$ cat config.mk
export PLATFORM = sky130hd
export DESIGN_NAME = rgb_status_uart_tx
export DESIGN_NICKNAME = d
export VERILOG_FILES = /design/src/rtl/rgb_status_uart_tx.sv
export SDC_FILE = /design/constraint.sdc
export NUM_CORES = 1
export LEC_CHECK = 0
export ABC_AREA = 1
export BUFFER_PORTS_ARGS = -buffer_cell sky130_fd_sc_hd__buf_4
export CORE_ASPECT_RATIO = 0.6
export CORE_MARGIN = 2
export CORE_UTILIZATION = 50
export DETAILED_ROUTE_END_ITERATION = 8
export PLACE_DENSITY = 0.66
export RECOVER_POWER = 100
export SLEW_MARGIN = 25
export SYNTH_ARGS = -nofsm -noshare
export SYNTH_HDL_FRONTEND = slang
export SYNTH_SLANG_ARGS = --single-unit
$ cat constraint.sdc
create_clock -name clk_i -period 1.6 [get_ports clk_i]
set_clock_uncertainty 0.1 [all_clocks]
set_input_delay 0.16 -clock clk_i [delete_from_list [all_inputs] [get_ports clk_i]]
set_output_delay 0.16 -clock clk_i [all_outputs]
set_load 0.01 [all_outputs]
$ cat src/rtl/rgb_status_uart_tx.sv
// Encodes the RGB LED state into the LED command alphabet and sends it as one 8N1 UART frame.
// Requests that arrive mid-frame collapse into one queued frame, which re-samples rgb_in_i when it starts.
module rgb_status_uart_tx #(
  parameter int unsigned CLKS_PER_BIT   = 104,
  parameter bit          AUTO_ON_CHANGE = 1'b1
) (
  input  logic       clk_i,
  input  logic       rst_ni,
  input  logic [2:0] rgb_in_i,
  input  logic       send_i,
  output logic       tx_o,
  output logic       busy_o,
  output logic       done_o
);

  localparam int unsigned CntW = (CLKS_PER_BIT > 1) ? $clog2(CLKS_PER_BIT) : 1;
  localparam logic [CntW-1:0] CntLast = CntW'(CLKS_PER_BIT - 1);

  typedef enum logic [1:0] {StIdle, StStart, StData, StStop} state_e;

  state_e          state_q, state_d;
  logic [CntW-1:0] cnt_q, cnt_d;
  logic [2:0]      bit_q, bit_d;
  logic [7:0]      byte_q, byte_d;
  logic            pending_q, pending_d;
  logic [2:0]      last_q, last_d;
  logic            tx_q, tx_d;
  logic            busy_q, busy_d;
  logic            done_q, done_d;

  logic            req;
  logic            bit_end;
  logic [2:0]      nxt_bit;

  function automatic logic [7:0] encode(input logic [2:0] rgb);
    case (rgb)
      3'b100:  encode = 8'h41;
      3'b010:  encode = 8'h42;
      3'b001:  encode = 8'h43;
      3'b110:  encode = 8'h44;
      3'b011:  encode = 8'h45;
      3'b101:  encode = 8'h46;
      3'b000:  encode = 8'h30;
      default: encode = 8'h3F;
    endcase
  endfunction

  assign req     = send_i | (AUTO_ON_CHANGE && (rgb_in_i != last_q));
  assign bit_end = (cnt_q == CntLast);
  assign nxt_bit = bit_q + 3'd1;

  always_comb begin
    state_d   = state_q;
    cnt_d     = cnt_q;
    bit_d     = bit_q;
    byte_d    = byte_q;
    pending_d = pending_q;
    last_d    = last_q;
    tx_d      = tx_q;
    busy_d    = busy_q;
    done_d    = 1'b0;

    unique case (state_q)
      StIdle: begin
        if (req) begin
          byte_d  = encode(rgb_in_i);
          last_d  = rgb_in_i;
          state_d = StStart;
          cnt_d   = '0;
          tx_d    = 1'b0;
          busy_d  = 1'b1;
        end
      end
      StStart: begin
        pending_d = pending_q | req;
        if (bit_end) begin
          state_d = StData;
          cnt_d   = '0;
          bit_d   = 3'd0;
          tx_d    = byte_q[0];
        end else begin
          cnt_d = cnt_q + CntW'(1);
        end
      end
      StData: begin
        pending_d = pending_q | req;
        if (bit_end) begin
          cnt_d = '0;
          if (bit_q == 3'd7) begin
            state_d = StStop;
            tx_d    = 1'b1;
          end else begin
            bit_d = nxt_bit;
            tx_d  = byte_q[nxt_bit];
          end
        end else begin
          cnt_d = cnt_q + CntW'(1);
        end
      end
      StStop: begin
        pending_d = pending_q | req;
        if (bit_end) begin
          done_d = 1'b1;
          cnt_d  = '0;
          // A request landing in the last stop cycle counts as pending: no idle gap.
          if (pending_q || req) begin
            pending_d = 1'b0;
            byte_d    = encode(rgb_in_i);
            last_d    = rgb_in_i;
            state_d   = StStart;
            tx_d      = 1'b0;
            busy_d    = 1'b1;
          end else begin
            state_d = StIdle;
            tx_d    = 1'b1;
            busy_d  = 1'b0;
          end
        end else begin
          cnt_d = cnt_q + CntW'(1);
        end
      end
      default: begin
        state_d = StIdle;
        tx_d    = 1'b1;
        busy_d  = 1'b0;
      end
    endcase
  end

  always_ff @(posedge clk_i) begin
    if (!rst_ni) begin
      state_q   <= StIdle;
      cnt_q     <= '0;
      bit_q     <= 3'd0;
      byte_q    <= 8'h00;
      pending_q <= 1'b0;
      last_q    <= 3'b000;
      tx_q      <= 1'b1;
      busy_q    <= 1'b0;
      done_q    <= 1'b0;
    end else begin
      state_q   <= state_d;
      cnt_q     <= cnt_d;
      bit_q     <= bit_d;
      byte_q    <= byte_d;
      pending_q <= pending_d;
      last_q    <= last_d;
      tx_q      <= tx_d;
      busy_q    <= busy_d;
      done_q    <= done_d;
    end
  end

  assign tx_o   = tx_q;
  assign busy_o = busy_q;
  assign done_o = done_q;

endmodule
==> results.json, run 1 <==
{
  "status": "finished, final reports clean",
  "synth_ff_type": "dfxtp_1",
  "required_ns": 1.71,
  "cts-htree-levels": 1,
  "syn_avg_cell_area_um2": 6.947,
  "grt_pass1_wl_um": 5395,
  "setup_slack_ns": 0.04147,
  "wl_per_cell_um": 11.94,
  "viasPerCell": 4.963,
  "place.port_buffers": 8,
  "gr-total-overflow": 0,
  "numCtsBuffers": 3,
  "power_frac_comb_pct": 49.1,
  "holdPathEnd": "last_q[2]",
  "hold_viol_final": 0,
  "cap_violations": 0,
  "insertion_delay_ns": 0.27,
  "r2r_slack_ns": 0.04,
  "fmax_mhz": 641.6,
  "clockRootBuffer": "clkbuf_8",
  "met1_usage_pct": 32.22,
  "layout-drive-gt1-share_pct": 31.36,
  "ioPinCount": 9,
  "dp.cells": 261,
  "post-route-min-period_ns": 1.559,
  "rows": 15,
  "crit_fanout": 5,
  "grt_use_met3_pct": 5.310,
  "netlist_area_mm2": 0.001459,
  "drc_errors": 0,
  "die_area_mm2": 0.003380,
  "rsz0062_at_grt": "true",
  "cts_tree": "built",
  "cts_buffer_depth": 2,
  "reg2reg_depth": 9,
  "whs_path_depth": 3,
  "grtUsageMet2_pct": 30.71,
  "total_power_mw": 2.532,
  "num_vias": 1340,
  "numClockSinks": 25,
  "synth-edff-count": 0,
  "core-area_mm2": 0.002815,
  "critPathCaptureType": "register",
  "path_class": "reg2reg",
  "yosysUniqueCellTypes": 27,
  "p_int_mw": 1.476,
  "rr_startpoint": "cnt_q[1]",
  "wirelength_um": 3224,
  "synth_most_common_cell": "nand2_1",
  "worst_hold_slack_ns": 0.05716,
  "p_leak_nw": 0.7908,
  "dpl.hpwl_um": 2411,
  "synth_nets": 224,
  "die_height_um": 45.84,
  "seq_area_frac_synth_pct": 34.31,
  "grt-busiest-layer": "met1",
  "placed_area_mm2": 0.001628,
  "die_w_um": 73.74,
  "finalSetupViolations": 0,
  "gp_congestion": 0.8093,
  "hp-class": "in2reg",
  "cp.arrival_ns": 1.67,
  "peakVddDrop_mv": 0.8447,
  "p_sw_mw": 1.056,
  "ys_top_cells_by_count": "nand2_1 (42), nor2_1 (36), dfxtp_1 (25)",
  "clkTransAtPathRegs_ns": 0.09,
  "design_area_mm2": 0.001834,
  "syn_inst": 210,
  "rr_endpoint": "byte_q[5]",
  "worst_slew_pin_slew_ns": 0.2251,
  "grt.total_usage_pct": 21.26,
  "min-delay-start": "rgb_in_i[2]",
  "synthArstFlopShare_pct": 0,
  "grt_antenna_before_repair": 0,
  "finalSetupTns_ns": 0,
  "final_cells": 270,
  "firstDrtPassIters": 4,
  "grt_pass1_vias": 1179,
  "powerDensity_mw_per_mm2": 1380,
  "diodes": 0,
  "grt_max_degree": 15,
  "syn2layout_area_growth_pct": 25.73,
  "nets": 251,
  "start_util_pct": 51.82,
  "dp_slack_ns": -0.07325,
  "yosys_warnings": 0,
  "drtIter0Drc": 64,
  "post-synth-top-area-cell": "dfxtp_1",
  "synth_area_leaders": "dfxtp_1 (34%), nand2_1 (11%), nor2_1 (9.3%), ha_1 (6.9%), inv_1 (5.4%)",
  "ant_nets": 0,
  "clkPwrFrac_pct": 15.0,
  "p_sw_share_pct": 41.72,
  "finish.utilization_pct": 65.16,
  "cp-start-kind": "register",
  "p_seq_share_pct": 35.9,
  "ys_ff_latch": 25,
  "fin_crit_sh_pct": 97.41,
  "drv_slew": 0,
  "synth_top_area_share_pct": 34.31,
  "slew_headroom_pct": 84.90
}
==> what timing repair did <==
item,4_1_cts,5_1_grt
hold buffers,0,0
setup endpoints to repair,15,20
gates resized for setup,6,33
setup buffers,0,4
cloned,1,0
pin swaps,3,12
==> sequential cells by signal, summed over array words and instances, names as in the netlist <==
name and count:
bit_q 3, state_q 2, cnt_q 7, done_o 1, busy_o 1, last_q 3
tx_o 1, pending_q 1, byte_q 6
==> layout by cell type (no fill, tap or decap), drive strengths merged <==
cell type and n:
a21oi 18, buf 20, ha 8, o21a 1
mux2i 1, or2 1, nand4 2, o21ai 16
nand2 49, inv 27, xor2 1, nor2 42
dfxtp 25, nand3 12, a211oi 2, clkinv 2
o22ai 1, clkbuf 6, nor3 2
==> cells by family (layout without fill, tap and decap cells) <==
group	after synthesis	in the layout	synth area share (%)
and+or+nand+nor	107	108	34.56
AOI/OAI and AO/OA	38	38	14.67
buffers and inverters	30	55	8.319
DFF	25	25	34.31
adders and majority gates	8	8	6.861
xor gates and xnor gates	1	1	0.6005
muxes	1	1	0.6861
==> final cells by class <==
type                            instances  area, um^2
Fill cell                             249       980.9
Multi-Input combinational cell        156       957.2
Sequential cell                        25       518.0
Timing Repair Buffer                   23       165.2
Inverter                               28       105.1
Tap cell                               34       42.54
Clock buffer                            3       41.29
Clock inverter                          1       5.005
==> worst max path at each step <==
stage,startpoint,endpoint,slack [ns],cells past startpoint
detailed placement,state_q[0],bit_q[1],-0.07,8
floorplan,cnt_q[0],byte_q[6],0.08,10
CTS,state_q[1],state_q[0],0.002,9
global route,last_q[0],last_q[0],-0.03,9
finish,cnt_q[1],byte_q[5],0.04,9
global placement,cnt_q[0],byte_q[1],-0.02,9
==> layer usage <==
| metal | vias to the layer above | wire, um | part of all wire, % |
|---|---|---|---|
| met2 | 23 | 1341 | 42 |
| met5 | - | 0 | 0 |
| li1 | 722 | - | - |
| met4 | 0 | 12 | 0.37 |
| met3 | 2 | 137 | 4.2 |
| met1 | 593 | 1732 | 54 |
==> power by group through the flow <==
| stage | logic [mW] | registers (mW) | clock network [mW] |
|---|---|---|---|
| after global placement | 1.02 | 0.871 | 0 |
| after floorplan | 0.763 | 0.865 | 0 |
| after global routing | 1.40 | 0.931 | 0.414 |
| after CTS | 1.07 | 0.875 | 0.388 |
| final | 1.24 | 0.908 | 0.381 |
| after detailed placement | 1.04 | 0.882 | 0 |
==> worst max-delay path, cell delays in order, from the launching register on <==
cell	delay (ns)
dfxtp_4	0.37
ha_4	0.14
nand3_2	0.09
nor2_4	0.13
nand2_2	0.09
nand2_4	0.10
nand2_4	0.08
nor2_4	0.19
nand2_2	0.07
a21oi_1	0.14
(Power assumes the default switching activity.)
==> inputs of run 2 (changes only) <==
- CORE_UTILIZATION: 50 -> 53
- PLACE_DENSITY: 0.66 -> 0.7
==> run 2 against run 1 <==
Compared with the run above: critical path depth is 1 higher; worst hold slack better by 0.027 ns; design area is 2.5% higher; cell count is 0.37% higher; clock power is 3% lower; register-to-register slack worse by 0.02 ns; combinational power is 10% higher; first-iteration DRC count is 7.8% lower; maximum frequency is 0.97% lower; non-clock buffer count is 3 higher; worst setup slack worse by 0.015 ns.
==> results.json, run 2 (synthesis gave the netlist of run 1 again) <==
{
  "design_area_mm2": 0.001879,
  "nets": 254,
  "die_area_mm2": 0.003202,
  "core-area_mm2": 0.002557,
  "cp.arrival_ns": 1.67,
  "min-delay-start": "rst_ni",
  "ioPinCount": 9,
  "grt.total_usage_pct": 22.97,
  "grt_pass1_vias": 1230,
  "grt_antenna_before_repair": 0,
  "die_height_um": 44.64,
  "whs_path_depth": 3,
  "diodes": 0,
  "critPathCaptureType": "register",
  "status": "finished, final reports clean",
  "numCtsBuffers": 3,
  "layout-drive-gt1-share_pct": 35.98,
  "seq_area_um2": 511.7,
  "cap_violations": 0,
  "num_vias": 1449,
  "grt_max_degree": 14,
  "reg2reg_depth": 10,
  "finalSetupViolations": 0,
  "cts-htree-levels": 1,
  "syn2layout_area_growth_pct": 28.82,
  "place.port_buffers": 8,
  "gp_congestion": 0.8943,
  "viasPerCell": 5.347,
  "hold_viol_final": 0,
  "firstDrtPassIters": 4,
  "fin_crit_sh_pct": 98.36,
  "largest_register": "cnt_q",
  "die_w_um": 71.73,
  "path_class": "reg2reg",
  "insertion_delay_ns": 0.27,
  "gr-total-overflow": 0,
  "clkTransAtPathRegs_ns": 0.08,
  "required_ns": 1.69,
  "holdPathEnd": "byte_q[6]",
  "multiInputGateArea_um2": 987.2,
  "cts_buffer_depth": 2,
  "fillers": 181,
  "final_cell_mix": "nand2_1 (36), nor2_1 (34), buf_4 (22)",
  "grt_pass1_wl_um": 5651,
  "final_common_cell": "nand2_1",
  "wirelength_um": 3847,
  "fmax_mhz": 635.4,
  "worst_slew_pin_slew_ns": 0.3085,
  "drv_slew": 0,
  "drc_errors": 0,
  "placed_area_mm2": 0.001618,
  "largest_reg_flops": 7,
  "p_leak_nw": 0.8056,
  "r2r_slack_ns": 0.03,
  "slew_headroom_pct": 79.36,
  "finalSetupTns_ns": 0,
  "top_regs": "cnt_q: 7 flops, byte_q: 6 flops",
  "drtIter0Drc": 59,
  "rr_endpoint": "state_q[0]",
  "clockRootBuffer": "clkbuf_8",
  "peakVddDrop_mv": 1.009,
  "crit_fanout": 3,
  "powerDensity_mw_per_mm2": 1413,
  "cts_tree": "built",
  "post-route-min-period_ns": 1.574,
  "wl_per_cell_um": 14.20,
  "cp-start-kind": "register",
  "numClockSinks": 25,
  "rsz0062_at_grt": "true",
  "ant_nets": 0,
  "dpl.hpwl_um": 2500,
  "rows": 14,
  "start_util_pct": 57.04,
  "cts_hold_buf": 0,
  "hp-class": "in2reg",
  "rr_startpoint": "cnt_q[1]"
}
-- run 2: changes by cell type in the layout (fill, tap and decap cells not counted), moves of 3 or more --
cell     before  now
dfxtp_2       2    6
dfxtp_4       4    1
inv_1        19   16
nand2_2       6   11
nand2_1      41   36
buf_4        19   22
-- run 2: area by class of cell --
class	count	share of cell area, %
Multi-Input combinational cell	156	52.53
Sequential cell	25	27.23
Timing Repair Buffer	26	9.987
Inverter	28	5.726
Clock buffer	4	2.397
Tap cell	32	2.130
-- run 2: where the power goes --
group / switching (mW) / leakage (nW) / internal, mW / total [mW]
combinational: 0.834 / 0.575 / 0.540 / 1.37
sequential: 0.124 / 0.208 / 0.787 / 0.911
clock: 0.193 / 0.0228 / 0.178 / 0.371
total: 1.15 / 0.806 / 1.50 / 2.66
-- run 2: worst max path at each step --
| stage | cells after the start | endpoint | slack (ns) | from |
|---|---|---|---|---|
| 2_1_floorplan | 10 | byte_q[6] | 0.08 | cnt_q[0] |
| 3_3_place_gp | 9 | byte_q[1] | -0.02 | cnt_q[0] |
| 3_5_place_dp | 9 | byte_q[5] | -0.09 | cnt_q[0] |
| 4_1_cts | 7 | last_q[1] | -0.01 | state_q[1] |
| 5_1_grt | 9 | byte_q[0] | -0.06 | state_q[0] |
| 6_report | 10 | state_q[0] | 0.03 | cnt_q[1] |
-- run 2: per-stage QoR --
stage / power, mW / utilization, % / cells / setup WS (ns) / hold WS (ns)
after floorplan: 1.628 / - / 210 / 0.07505 / 0.1949
after global placement: 1.885 / 63.26 / 258 / -0.01845 / 0.3295
final: 2.655 / 73.48 / 271 / 0.02617 / 0.08374
after CTS: 2.339 / 65.70 / 263 / -0.01363 / 0.07661
after detailed placement: 1.931 / 63.26 / 258 / -0.09111 / 0.3546
after global routing: 2.866 / 73.48 / 271 / -0.06438 / 0.08922
-- run 2: metal layers --
metal  global-route usage, %  vias to the layer above  share of wire, %
met1                   32.96                      675                49
met2                   36.67                       32                45
li1                        -                      734                 -
met5                       0                        -                 0
met4                   2.264                        0               1.6
met3                   5.467                        8               4.3
-- run 2: critical path: stages (launching register included) --
cell     delay (ns)
dfxtp_2        0.36
ha_4           0.16
nand3_4        0.07
nor2_4         0.13
buf_4          0.13
nor2_1         0.06
nor2_2         0.17
nand2_2        0.08
inv_2          0.07
nand2_2        0.05
a21oi_2        0.12
-- run 2: repair_timing --
action,in CTS,in global routing
pin swaps,3,17
buffers inserted,0,8
endpoints found under the setup margin,17,23
resized for setup,7,42
gates cloned,1,0
